<file path="src/rtl/z80_bus_initiator.sv">
// ----------------------------------------------------------------------------
// z80_bus_initiator
//
// Z80-style bus cycle generator. It takes a single request (read or write,
// memory or I/O) and plays it out on a Z80-like strobe bus as T1, T2, optional
// wait states (TW), and T3. Each T-state lasts CLKDIV clocks. A DONE state
// signals completion for one clock.
//
// wait_n is an asynchronous input. It passes through a two-flop synchronizer
// and is only looked at on the last clock of T2 and of each TW. I/O cycles
// always insert one extra TW. If the target holds wait_n low for WAIT_TIMEOUT
// counted wait states, the cycle is aborted.
//
// Parameters
//   CLKDIV        clk cycles per T-state (2..255)
//   WAIT_TIMEOUT  counted TW states tolerated before abort (1..255)
//
// Ports
//   clk, reset          clock and synchronous active-high reset
//   req                 request strobe, looked at only when not busy
//   req_we, req_io      write/read and I/O/memory select
//   req_addr, req_wdata cycle address and write data
//   busy                high from T1 through T3
//   done                one-clock completion pulse
//   timeout             qualifies done: the cycle was aborted (held until the
//                       next accept)
//   rdata               read result (8'hFF after an abort)
//   address             bus address (holds its last value when idle)
//   data_out, data_oe   bus write data and its tristate enable
//   data_in             bus data from the pads
//   mreq_n, ioreq_n     active-low memory / I/O request strobes
//   rd_n, wr_n          active-low read / write strobes
//   wait_n              asynchronous active-low wait from the target
// ----------------------------------------------------------------------------
module z80_bus_initiator #(
    parameter int CLKDIV       = 4,
    parameter int WAIT_TIMEOUT = 64
) (
    input  logic        clk,
    input  logic        reset,
    input  logic        req,
    input  logic        req_we,
    input  logic        req_io,
    input  logic [15:0] req_addr,
    input  logic [7:0]  req_wdata,
    output logic        busy,
    output logic        done,
    output logic        timeout,
    output logic [7:0]  rdata,
    output logic [15:0] address,
    output logic [7:0]  data_out,
    output logic        data_oe,
    input  logic [7:0]  data_in,
    output logic        mreq_n,
    output logic        ioreq_n,
    output logic        rd_n,
    output logic        wr_n,
    input  logic        wait_n
);

    localparam int          SYNC_STAGES = 2;
    localparam logic [7:0]  PRESC_LAST  = 8'(CLKDIV - 1);
    localparam logic [7:0]  TW_LIMIT    = 8'(WAIT_TIMEOUT);

    typedef enum logic [2:0] {
        ST_IDLE,
        ST_T1,
        ST_T2,
        ST_TW,
        ST_T3,
        ST_DONE
    } state_t;

    // ------------------------------------------------------------------
    // wait_n synchronizer. Both flops reset to 1 (bus not waiting).
    // ------------------------------------------------------------------
    logic sync_in  [SYNC_STAGES];
    logic sync_reg [SYNC_STAGES];

    generate
        for (genvar gi = 0; gi < SYNC_STAGES; gi++) begin : g_sync
            if (gi == 0) begin : g_first
                assign sync_in[gi] = wait_n;
            end else begin : g_rest
                assign sync_in[gi] = sync_reg[gi-1];
            end

            always_ff @(posedge clk) begin
                if (reset) begin
                    sync_reg[gi] <= 1'b1;
                end else begin
                    sync_reg[gi] <= sync_in[gi];
                end
            end
        end
    endgenerate

    logic wait_sample;
    assign wait_sample = sync_reg[SYNC_STAGES-1];

    // ------------------------------------------------------------------
    // State and datapath registers
    // ------------------------------------------------------------------
    state_t      state_reg,   state_next;
    logic [7:0]  presc_reg,   presc_next;
    logic [7:0]  tw_cnt_reg,  tw_cnt_next;
    logic        forced_reg,  forced_next;   // current TW is the I/O forced one
    logic        we_reg,      we_next;
    logic        io_reg,      io_next;
    logic [15:0] addr_reg,    addr_next;
    logic [7:0]  wdata_reg,   wdata_next;
    logic [7:0]  rdata_reg,   rdata_next;
    logic        timeout_reg, timeout_next;

    always_ff @(posedge clk) begin
        if (reset) begin
            state_reg   <= ST_IDLE;
            presc_reg   <= 8'd0;
            tw_cnt_reg  <= 8'd0;
            forced_reg  <= 1'b0;
            we_reg      <= 1'b0;
            io_reg      <= 1'b0;
            addr_reg    <= 16'h0000;
            wdata_reg   <= 8'h00;
            rdata_reg   <= 8'h00;
            timeout_reg <= 1'b0;
        end else begin
            state_reg   <= state_next;
            presc_reg   <= presc_next;
            tw_cnt_reg  <= tw_cnt_next;
            forced_reg  <= forced_next;
            we_reg      <= we_next;
            io_reg      <= io_next;
            addr_reg    <= addr_next;
            wdata_reg   <= wdata_next;
            rdata_reg   <= rdata_next;
            timeout_reg <= timeout_next;
        end
    end

    // ------------------------------------------------------------------
    // Next-state logic
    // ------------------------------------------------------------------
    logic timed_state;
    logic last_tick;

    assign timed_state = (state_reg == ST_T1) || (state_reg == ST_T2) ||
                         (state_reg == ST_TW) || (state_reg == ST_T3);
    assign last_tick   = timed_state && (presc_reg == PRESC_LAST);

    always_comb begin
        state_next   = state_reg;
        tw_cnt_next  = tw_cnt_reg;
        forced_next  = forced_reg;
        we_next      = we_reg;
        io_next      = io_reg;
        addr_next    = addr_reg;
        wdata_next   = wdata_reg;
        rdata_next   = rdata_reg;
        timeout_next = timeout_reg;

        // Every timed state ends on its last tick, so clearing the prescaler
        // there also clears it on entry to the next state (including TW->TW).
        if (timed_state && !last_tick) begin
            presc_next = presc_reg + 8'd1;
        end else begin
            presc_next = 8'd0;
        end

        case (state_reg)
            ST_IDLE, ST_DONE: begin
                if (req) begin
                    state_next   = ST_T1;
                    we_next      = req_we;
                    io_next      = req_io;
                    addr_next    = req_addr;
                    wdata_next   = req_wdata;
                    timeout_next = 1'b0;
                    tw_cnt_next  = 8'd0;
                    forced_next  = 1'b0;
                end else begin
                    state_next = ST_IDLE;
                end
            end

            ST_T1: begin
                if (last_tick) begin
                    state_next = ST_T2;
                end
            end

            ST_T2: begin
                if (last_tick) begin
                    if (io_reg) begin
                        // I/O always gets one uncounted wait state.
                        state_next  = ST_TW;
                        forced_next = 1'b1;
                        tw_cnt_next = 8'd0;
                    end else if (!wait_sample) begin
                        state_next  = ST_TW;
                        forced_next = 1'b0;
                        tw_cnt_next = 8'd1;
                    end else begin
                        state_next = ST_T3;
                    end
                end
            end

            ST_TW: begin
                if (last_tick) begin
                    if (wait_sample) begin
                        state_next  = ST_T3;
                        forced_next = 1'b0;
                    end else if (forced_reg) begin
                        state_next  = ST_TW;
                        forced_next = 1'b0;
                        tw_cnt_next = 8'd1;
                    end else if (tw_cnt_reg >= TW_LIMIT) begin
                        // Target never released wait_n: abandon the cycle.
                        state_next   = ST_DONE;
                        timeout_next = 1'b1;
                        rdata_next   = 8'hFF;
                    end else begin
                        state_next  = ST_TW;
                        tw_cnt_next = tw_cnt_reg + 8'd1;
                    end
                end
            end

            ST_T3: begin
                if (last_tick) begin
                    state_next = ST_DONE;
                    if (!we_reg) begin
                        rdata_next = data_in;
                    end
                end
            end

            default: begin
                state_next = ST_IDLE;
            end
        endcase
    end

    // ------------------------------------------------------------------
    // Outputs, decoded from registered state so they are glitch-free
    // relative to the state register.
    // ------------------------------------------------------------------
    logic strobe_phase;
    assign strobe_phase = (state_reg == ST_T2) || (state_reg == ST_TW) ||
                          (state_reg == ST_T3);

    assign busy     = timed_state;
    assign done     = (state_reg == ST_DONE);
    assign timeout  = timeout_reg;
    assign rdata    = rdata_reg;
    assign address  = addr_reg;
    assign data_out = wdata_reg;
    assign data_oe  = timed_state && we_reg;
    assign mreq_n   = !(strobe_phase && !io_reg);
    assign ioreq_n  = !(strobe_phase &&  io_reg);
    assign rd_n     = !(strobe_phase && !we_reg);
    assign wr_n     = !(strobe_phase &&  we_reg);

endmodule

</file>
<file path="config.mk">
export PLATFORM = sky130hd
export DESIGN_NAME = z80_bus_initiator
export DESIGN_NICKNAME = d
export VERILOG_FILES = /design/src/rtl/z80_bus_initiator.sv
export SDC_FILE = /design/constraint.sdc
export NUM_CORES = 1
export LEC_CHECK = 0
export ABC_AREA = 0
export BUFFER_PORTS_ARGS = -buffer_cell sky130_fd_sc_hd__buf_2
export CORE_MARGIN = 4
export CORE_UTILIZATION = 47
export CTS_BUF_LIST = sky130_fd_sc_hd__clkbuf_4 sky130_fd_sc_hd__clkbuf_8
export CTS_CLUSTER_DIAMETER = 40
export CTS_CLUSTER_SIZE = 25
export DETAILED_ROUTE_END_ITERATION = 12
export MAX_ROUTING_LAYER = met4
export PLACE_DENSITY_LB_ADDON = 0.12
export SLEW_MARGIN = 20
export SYNTH_ARGS = -nofsm -noshare
export SYNTH_HDL_FRONTEND = slang
export SYNTH_SLANG_ARGS = --single-unit
</file>
<file path="constraint.sdc">
create_clock -name clk -period 2.2 [get_ports clk]
set_clock_uncertainty 0.15 [all_clocks]
set_input_delay 0.66 -clock clk [delete_from_list [all_inputs] [get_ports clk]]
set_output_delay 0.66 -clock clk [all_outputs]
set_load 0.1 [all_outputs]
</file>
Word level (Yosys, flattened, before mapping) --
Memories as Yosys holds them, arrays and structs flattened. Cells that the tools add are included.
Cells by class: add/sub/neg operators 2, bitwise gates (word level) 3, shift-type cells 0, multiply operators 0, magnitude comparators 1, eq/ne operators 17, div/mod/pow operators 0, multiplexer cells 43, reduce and logical (&&, ||, !) cells 31
Operators by type and width (number):
- $mux W8 | 14
- $mux W3 | 9
- $pmux W8 S3 | 1
- $add A8 B1 Y8 const B | 2
- $ne A2 B2 Y1 const B | 8
- $pmux W8 S2 | 1
- $mux W1 | 15
- $pmux W3 S5 | 1
- $reduce_and A7 Y1 | 2
- $eq A8 B2 Y1 const B | 1
- $ge A8 B7 Y1 const B | 1
- $logic_and A1 B1 Y1 | 7
- $logic_not A1 Y1 | 7
- $eq A3 B2 Y1 const B | 2
- $eq A3 B3 Y1 const B | 2
- $ne A3 B3 Y1 const B | 2
- $reduce_and A6 Y1 | 1
- $logic_or A1 B1 Y1 | 5
- $reduce_and A5 Y1 | 1
- $reduce_and A4 Y1 | 1
- $reduce_bool A2 Y1 | 2
- $reduce_or A2 Y1 | 2
- $eq A3 B1 Y1 const B | 1
- $logic_not A3 Y1 | 1
- 7 further kinds | 8
Storage, ports and cells: word-level logic and storage cells 108, bits of input ports 38, bits in read-only memories 0, register bits after elaboration 55, memories kept 1, latch bits 0, bits in writable memories 2, output and inout bits 40
Memory list:
- sync_reg | words 2, width 1, read ports 2, clocked after Yosys merged registers in 0, wr ports 2, line 78 | logic sync_reg [SYNC_STAGES];

Logic depth before layout (Yosys ltp) --
Gate-level depths: netlist (run 1).
depth after elaboration 9, depth in mapped cells 8, mapped depth without buffers 6

Worst setup path after synthesis (run 1) --
OpenSTA, ideal clock, no wires.
path type reg2out, start point reg state_reg[0], end point out data_oe, arrival 3.320 ns, path slack -1.930 ns, path buffers 1, cell stages (with the launch flop) 5, path through dfxtp_1 > clkbuf_1 > nor2_1 > xnor2_1 > and2_1
On the way: word-level cells in the longest chain between the ends 5
RTL lines:
- start, declared | line 104 | state_t state_reg, state_next;
- start signal, assigned | line 128 | state_reg <= state_next;
- $eq A3 B1 Y1 or $eq A3 B2 Y1 (tied branches) | line 147 | assign timed_state = (state_reg == ST_T1) || (state_reg == ST_T2) ||
- $logic_or A1 B1 Y1 (2 in a row) | line 147
- $logic_or A1 B1 Y1 (*) | line 148 | (state_reg == ST_TW) || (state_reg == ST_T3);
- named net busy | line 46 | output logic busy,
- $logic_and A1 B1 Y1 (*) | line 259 | assign data_oe = timed_state && we_reg;
- end, declared | line 52 | output logic data_oe,
The timed path passes the listed nets; every way through them passes the cells marked *.

Worst setup path after layout (run 1) --
start point reg state_reg[2], end point out mreq_n
On the way: word-level cells in the longest chain between the ends 5
RTL lines:
- $eq A3 B2 Y1 | line 250 | assign strobe_phase = (state_reg == ST_T2) || (state_reg == ST_TW) ||
- $logic_or A1 B1 Y1 | line 250
- $logic_or A1 B1 Y1 (*) | line 250
- $logic_and A1 B1 Y1 (*) | line 260 | assign mreq_n = !(strobe_phase && !io_reg);
- $logic_not A1 Y1 (*) | line 260
- end, declared | line 54 | output logic mreq_n,
Every way passes the cells marked *; elsewhere a longest branch is shown, timed or not.

==> results of run 1 <==
==> per-layer routing <==
metal	up-vias	part of all wire
met5	-	0
li1	1213	-
met2	73	0.49
met4	0	0.016
met3	9	0.065
met1	1081	0.43
==> cell type report <==
| cell class | instances | area (µm²) | share of cell area |
|---|---|---|---|
| clock inverters | 6 | 130 | 0.0365 |
| multi-input cells | 215 | 1310 | 0.369 |
| well taps | 67 | 83.8 | 0.0235 |
| flip-flops and latches | 57 | 1140 | 0.321 |
| repair buffers | 106 | 741 | 0.208 |
| inverters | 5 | 18.8 | 0.00527 |
| clock buffers | 10 | 131 | 0.0369 |
==> final timing paths <==
| check | start | to | slack, ps |
|---|---|---|---|
| setup reg to reg | presc_reg[3] | state_reg[2] | 50 |
| hold reg to reg | sync_reg[0] | sync_reg[1] | 290 |
| setup / recovery | state_reg[2] | mreq_n | -40 |
| hold / removal | sync_reg[0] | sync_reg[1] | 290 |
==> critical path: stages (launching register included) <==
cell      delay (ps)
dfxtp_2          340
or3b_4           420
nand2_8          110
nand2b_4          70
buf_12           160
==> cells by family after synthesis <==
logic type,after synthesis,synth area share
AOI/OAI and AO/OA,71,0.188
muxes,1,0.00412
and+or+nand+nor,134,0.259
xor gates and xnor gates,7,0.0252
adders and majority gates,2,0.0103
buffers and inverters,24,0.0437
DFF,57,0.469
==> cell usage after synthesis, types with 3 or more instances <==
| master | instances |
|---|---|
| a211oi_1 | 10 |
| nand2b_1 | 9 |
| nor2_1 | 30 |
| nand3_1 | 8 |
| xor2_1 | 5 |
| and3_1 | 4 |
| nand2_1 | 59 |
| o21ai_0 | 4 |
| nor2b_1 | 5 |
| dfxtp_1 | 57 |
| clkbuf_1 | 16 |
| a21oi_1 | 36 |
| o21a_1 | 4 |
| a311oi_1 | 4 |
| or4_1 | 3 |
| inv_1 | 5 |
| nor3_1 | 3 |
==> what timing repair did <==
item / CTS / global route
endpoints found under the setup margin: 6 / 26
gates resized for setup: 21 / 11
pin swaps: 3 / 3
setup buffers: 2 / 2
==> power groups by stage <==
stage / combinational, W / clock, W / sequential [W]
6_report: 0.000490 / 0.00128 / 0.00109
5_1_grt: 0.000518 / 0.00135 / 0.00110
4_1_cts: 0.000490 / 0.00130 / 0.00109
3_5_place_dp: 0.000484 / 0 / 0.00111
3_3_place_gp: 0.000481 / 0 / 0.00111
2_1_floorplan: 0.000152 / 0 / 0.00133
==> stage by stage <==
step	hold slack, ps	std cells
CTS	287	464
finish	294	466
detailed placement	244	446
global route	295	466
global placement	243	446
floorplan	239	296
==> impl_metrics.yaml, run 1 <==
run_status:
  outcome: "complete, but fails checks"
  violations: "setup timing"
floorplanning:
  boundaryPins: 78
  die_y_um: 79.9
  core_area_um2: 4880
  die_area_um2: 6390
  die_w_um: 79.9
  start_util: 0.498
  num_rows: 25
cells_and_area:
  num_antenna_cells: 0
  mostFrequentLayoutCell: "buf_2"
  syn_to_final_growth_pct: 46.6
  drive_gt1_frac: 0.378
  largest_reg_flops: 16
  final_cell_mix: "buf_2, nand2_1, dfxtp_1"
  fin_area_um2: 3560
  nets: 434
  fin_util: 0.730
  num-fill-cells: 403
cts:
  clk_latency_ps: 330
  hold_buffers: 0
  clkTransAtPathRegs_ps: 60
  clockBufferDepth: 2
  cts_tree: "built"
  numCtsBuffers: 9
  clock-sinks: 57
  h-tree-depth: 3
  root_buffer: "clkbuf_8"
worst_setup_path:
  critPathKind: "flip-flop to output port"
  critPathRequiredTime_ps: 1390
  start_kind: "flip-flop"
  cp.arrival_ps: 1430
  cp-end-kind: "output port"
  crit_fanout: 4
  r2r.worst_path.cells: 4
synthesis:
  syn-num-nets: 336
  syn_inst: 296
  synth_ff_type: "dfxtp_1"
  synth-seq-cells: 57
  avgSynthCellArea_um2: 8.21
  yosys.area.top_type: "dfxtp_1"
  synth_top_area_share: 0.469
  netlist_area_um2: 2430
  ys_seq_area_frac: 0.469
  synth_cell_types: 42
  synth_edf_count: 0
  yosysWarnings: 0
  synthArstFlopShare: 0
  synth_top_cells_by_area: "dfxtp_1, nand2_1, a21oi_1"
grt:
  top_usage_layer: "met2"
  grt_overflow_total: 0
  grt_use_met3: 0.0485
  grt_max_degree: 28
  use_met2: 0.341
  antenna_found_initial: 0
  grt_usage: 0.202
  first_global_vias: 2229
  grt_pass1_wl_mm: 9.89
  use_met1: 0.224
power:
  finalPower_w: 0.00286
  pwr-share-comb: 0.171
  switching_share: 0.276
  power.leakage_nw: 1.56
  pwr-share-clk: 0.447
  seqPwrFrac: 0.382
  p_sw_w: 0.000790
  ir_worst_vdd_mv: 0.506
  powerDensity_nw_per_um2: 803
  internal_power_w: 0.00207
routing:
  dr.pass1.iters: 4
  via_per_inst: 5.10
  ant_nets: 0
  vias: 2376
  wl_mm: 6.03
  drt_iter0_drc: 92
  drcViolationCount: 0
  wl_per_cell_um: 12.9
min_path:
  holdPathStages: 1
  min_path_type: "flip-flop to flip-flop"
timing:
  finalHoldViolCount: 0
  worst_slew_pin_slew_ps: 500
  rsz0062_at_grt: "yes"
  period_needed_ps: 2240
  worst_slack_ps: -39.3
  slew_violations: 0
  fmax_mhz: 447
  fin_crit_sh: 1.02
  relSlewSlack: 0.669
  setup_tns_ps: -153
  finalSetupViolations: 5
placement:
  dpl_cell_area_um2: 3160
  pre_cts_slack_ps: 39.4
  port_buffers: 77
  routabilityCongestion: 0.809
  hpwlAfterDp_mm: 4.14
flow_run:
  max_cap_viol_count: 0
(Power assumes the default switching activity.)
==> run 2: changes to the inputs <==
==> constraint.sdc (replaced) <==
create_clock -name clk -period 2.2 [get_ports clk]
set_clock_uncertainty 0.15 [all_clocks]
set_input_delay 0.22 -clock clk [delete_from_list [all_inputs] [get_ports clk]]
set_output_delay 0.22 -clock clk [all_outputs]
set_load 0.1 [all_outputs]
==> impl_metrics.yaml, run 2 (synthesis results as in run 1) <==
cells_and_area:
  fin_util: 0.736
  largest_reg_flops: 16
  num_antenna_cells: 0
  num-fill-cells: 391
  nets: 457
  final_cell_mix: "buf_2, nand2_1, dfxtp_1"
  mostFrequentLayoutCell: "buf_2"
  syn_to_final_growth_pct: 47.7
  multi_input_area_um2: 1240
  drive_gt1_frac: 0.318
  register_area_um2: 1140
worst_setup_path:
  critPathKind: "flip-flop to flip-flop"
  cp-end-kind: "flip-flop"
  critPathRequiredTime_ps: 2300
  cp.arrival_ps: 2220
  crit_fanout: 15
  start_kind: "flip-flop"
cts:
  clk_latency_ps: 330
  clockBufferDepth: 2
  clock-sinks: 57
  h-tree-depth: 3
  clkTransAtPathRegs_ps: 60
  root_buffer: "clkbuf_8"
  cts_tree: "built"
  numCtsBuffers: 9
timing:
  rsz0062_at_grt: "yes"
  fmax_mhz: 473
  hold_slack_ps: 44.3
  worst_slew_pin_slew_ps: 502
  finalHoldViolCount: 0
  finalSetupViolations: 0
  period_needed_ps: 2110
  slew_violations: 0
  fin_crit_sh: 0.961
  setup_tns_ps: 0
  relSlewSlack: 0.668
routing:
  drt_iter0_drc: 135
  ant_nets: 0
  dr.pass1.iters: 4
  vias: 2507
  drcViolationCount: 0
  wl_mm: 6.53
  via_per_inst: 5.14
  wl_per_cell_um: 13.4
grt:
  grt_pass1_wl_mm: 10.8
  use_met2: 0.363
  grt_max_degree: 29
  grt_usage: 0.225
  top_usage_layer: "met2"
  grt_overflow_total: 0
  grt_use_met3: 0.0722
  use_met1: 0.251
  antenna_found_initial: 0
  first_global_vias: 2402
power:
  power.leakage_nw: 1.55
  powerDensity_nw_per_um2: 733
  ir_worst_vdd_mv: 0.557
floorplanning:
  die_area_um2: 6390
  die_w_um: 79.9
  die_y_um: 79.9
  core_area_um2: 4880
  num_rows: 25
  start_util: 0.498
  boundaryPins: 78
flow_run:
  max_cap_viol_count: 0
placement:
  hpwlAfterDp_mm: 4.19
  routabilityCongestion: 0.838
  port_buffers: 77
min_path:
  min_path_type: "primary input to flip-flop"
run_status:
  outcome: "finished clean"
## run 2: cell count changes in the layout (fill, tap and decap cells not counted), sizes merged
cell	previous run	this run
dlygate4sd3	0	27
clkbuf	10	14
clkinv	2	1
bufinv	4	1
buf	106	101
## run 2: final cells by class
| type | count | area share |
|---|---|---|
| multi-input combinational | 215 | 0.347 |
| timing repair buffer | 129 | 0.247 |
| sequential | 57 | 0.318 |
| inverter | 5 | 0.00523 |
| tap | 67 | 0.0234 |
| clock inverter | 2 | 0.00976 |
| clock buffer | 13 | 0.0498 |
## run 2: routing by layer
| metal | routed length (µm) | up-vias |
|---|---|---|
| met2 | 3280 | 71 |
| met1 | 2640 | 1162 |
| li1 | - | 1256 |
| met4 | 184 | 0 |
| met5 | 0 | - |
| met3 | 418 | 18 |
## run 2: path summary, 6_finish.rpt
check | startpoint | to | slack (ps) | depth (start not counted)
hold / removal | data_in[3] | rdata[3] | 40 | 3
hold reg to reg | sync_reg[0] | sync_reg[1] | 270 | 1
setup reg to reg | presc_reg[3] | rdata[7] | 90 | 7
setup / recovery | presc_reg[3] | rdata[7] | 90 | 7
## run 2: power breakdown
part	switching, W	leakage, nW	internal (W)
clock	0.000392	0.112	0.000638
combinational	0.000368	0.971	0.000141
sequential	0.0000223	0.464	0.00107
## run 2: critical path, cell delays in order, from the launching register on
cell and delay [ps]:
dfxtp_1 310, or4_4 530, or3_4 370, buf_6 140
nor3_4 140, buf_12 160, nor2_1 50, a211oi_2 190
## run 2: what timing repair did
action                                  CTS  global route
hold buffers                             27             0
endpoints found under the setup margin    4            11
cloned                                    0             0
gates resized for setup                   4             9
endpoints found under the hold margin    27             0
pin swaps                                 0             1
buffers inserted                          0             1
## run 2: metrics by stage
stage / total power [W] / instances / area, µm² / setup WS [ps]
after detailed placement: 0.00158 / 445 / 3060 / 16.4
after global routing: 0.00274 / 488 / 3590 / -26.9
after CTS: 0.00266 / 487 / 3550 / 5.42
final: 0.00263 / 488 / 3590 / 86.8
after floorplan: 0.00147 / 296 / 2460 / -88.3
after global placement: 0.00158 / 445 / 3060 / 73.0
==> run 3: changes to the inputs <==
--- a/config.mk
+++ b/config.mk
@@ -14,7 +14,7 @@
 export CTS_CLUSTER_SIZE = 25
 export DETAILED_ROUTE_END_ITERATION = 12
 export MAX_ROUTING_LAYER = met4
-export PLACE_DENSITY_LB_ADDON = 0.12
+export PLACE_DENSITY = 0.78
 export SLEW_MARGIN = 20
 export SYNTH_ARGS = -nofsm -noshare
 export SYNTH_HDL_FRONTEND = slang
==> impl_metrics.yaml, run 3 (synthesis results as in run 1) <==
cells_and_area:
  nets: 459
  fin_util: 0.734
  drive_gt1_frac: 0.314
  largest_reg_flops: 16
  register_area_um2: 1140
  multi_input_area_um2: 1230
  mostFrequentLayoutCell: "buf_2"
  num-fill-cells: 375
  syn_to_final_growth_pct: 47.3
  num_antenna_cells: 0
  final_cell_mix: "buf_2, nand2_1, dfxtp_1"
routing:
  vias: 2531
  wl_mm: 6.89
  drt_iter0_drc: 164
  drcViolationCount: 0
  ant_nets: 0
  dr.pass1.iters: 4
  via_per_inst: 5.17
  wl_per_cell_um: 14.1
power:
  powerDensity_nw_per_um2: 705
  ir_worst_vdd_mv: 0.546
  power.leakage_nw: 1.53
min_path:
  min_path_type: "primary input to flip-flop"
floorplanning:
  die_y_um: 79.9
  core_area_um2: 4880
  boundaryPins: 78
  start_util: 0.498
  num_rows: 25
  die_w_um: 79.9
  die_area_um2: 6390
grt:
  grt_overflow_total: 0
  grt_pass1_wl_mm: 11.2
  first_global_vias: 2476
  antenna_found_initial: 0
  grt_usage: 0.231
  grt_max_degree: 27
timing:
  finalHoldViolCount: 0
  hold_slack_ps: 42.8
  fin_crit_sh: 0.978
  fmax_mhz: 465
  finalSetupViolations: 0
  rsz0062_at_grt: "yes"
  worst_slack_ps: 48.5
  worst_slew_pin_slew_ps: 508
  slew_violations: 0
  period_needed_ps: 2150
  relSlewSlack: 0.664
cts:
  root_buffer: "clkbuf_8"
  cts_tree: "built"
  clockBufferDepth: 2
  clock-sinks: 57
  h-tree-depth: 3
  clkTransAtPathRegs_ps: 60
  numCtsBuffers: 9
  clk_latency_ps: 330
run_status:
  outcome: "finished clean"
flow_run:
  max_cap_viol_count: 0
worst_setup_path:
  crit_fanout: 8
  critPathRequiredTime_ps: 2260
  cp-end-kind: "flip-flop"
  start_kind: "flip-flop"
  critPathKind: "flip-flop to flip-flop"
  cp.arrival_ps: 2210
placement:
  routabilityCongestion: 0.793
  hpwlAfterDp_mm: 4.42
  pre_cts_slack_ps: 19.9
  port_buffers: 77
run 3: cell type report:
cell class | count | share of cell area
multi-input combinational | 215 | 0.344
sequential | 57 | 0.319
timing repair buffer | 131 | 0.257
clock buffer | 9 | 0.0346
tap | 67 | 0.0234
clock inverter | 6 | 0.0168
inverter | 5 | 0.00524
run 3: layer usage:
layer / vias to the layer above / wire length, µm / GRT usage
met5: - / 0 / -
met4: 0 / 210 / 0.128
met3: 23 / 360 / 0.0429
met2: 82 / 3460 / 0.379
met1: 1165 / 2860 / 0.264
li1: 1261 / - / -
run 3: critical path, cell delays in order, from the launching register on:
cell and delay, ps:
dfxtp_1 310, or4_1 540, or3_4 370, buf_4 160, nor3_4 160, buf_4 150
clkbuf_16 140, a211oi_1 60
run 3: final timing paths:
path,from,endpoint,slack (ps),depth (start not counted)
hold / removal,data_in[7],rdata[7],40,3
hold reg to reg,sync_reg[0],sync_reg[1],270,1
setup / recovery,presc_reg[3],rdata[2],50,7
setup reg to reg,presc_reg[3],rdata[2],50,7
run 3: power by group:
part | switching (W) | internal [W] | leakage, nW
Sequential | 0.0000241 | 0.00107 | 0.464
Combinational | 0.000373 | 0.000143 | 0.979
Clock | 0.000406 | 0.000509 | 0.0909
Total | 0.000803 | 0.00172 | 1.53
run 3: what timing repair did:
item                                    CTS  global route
endpoints found under the setup margin    3            19
buffers inserted                          0             1
hold buffers                             28             0
endpoints found under the hold margin    31             0
gates resized for setup                   3            10
gates cloned                              0             1
run 3: metrics by stage:
step	power (W)	TNS, ps	area (µm²)	std cells
after floorplan	0.00147	-253	2460	296
after global placement	0.00158	0	3060	445
final	0.00253	0	3580	490
after detailed placement	0.00158	0	3060	445
after CTS	0.00253	0	3530	488
after global routing	0.00262	-176	3580	490
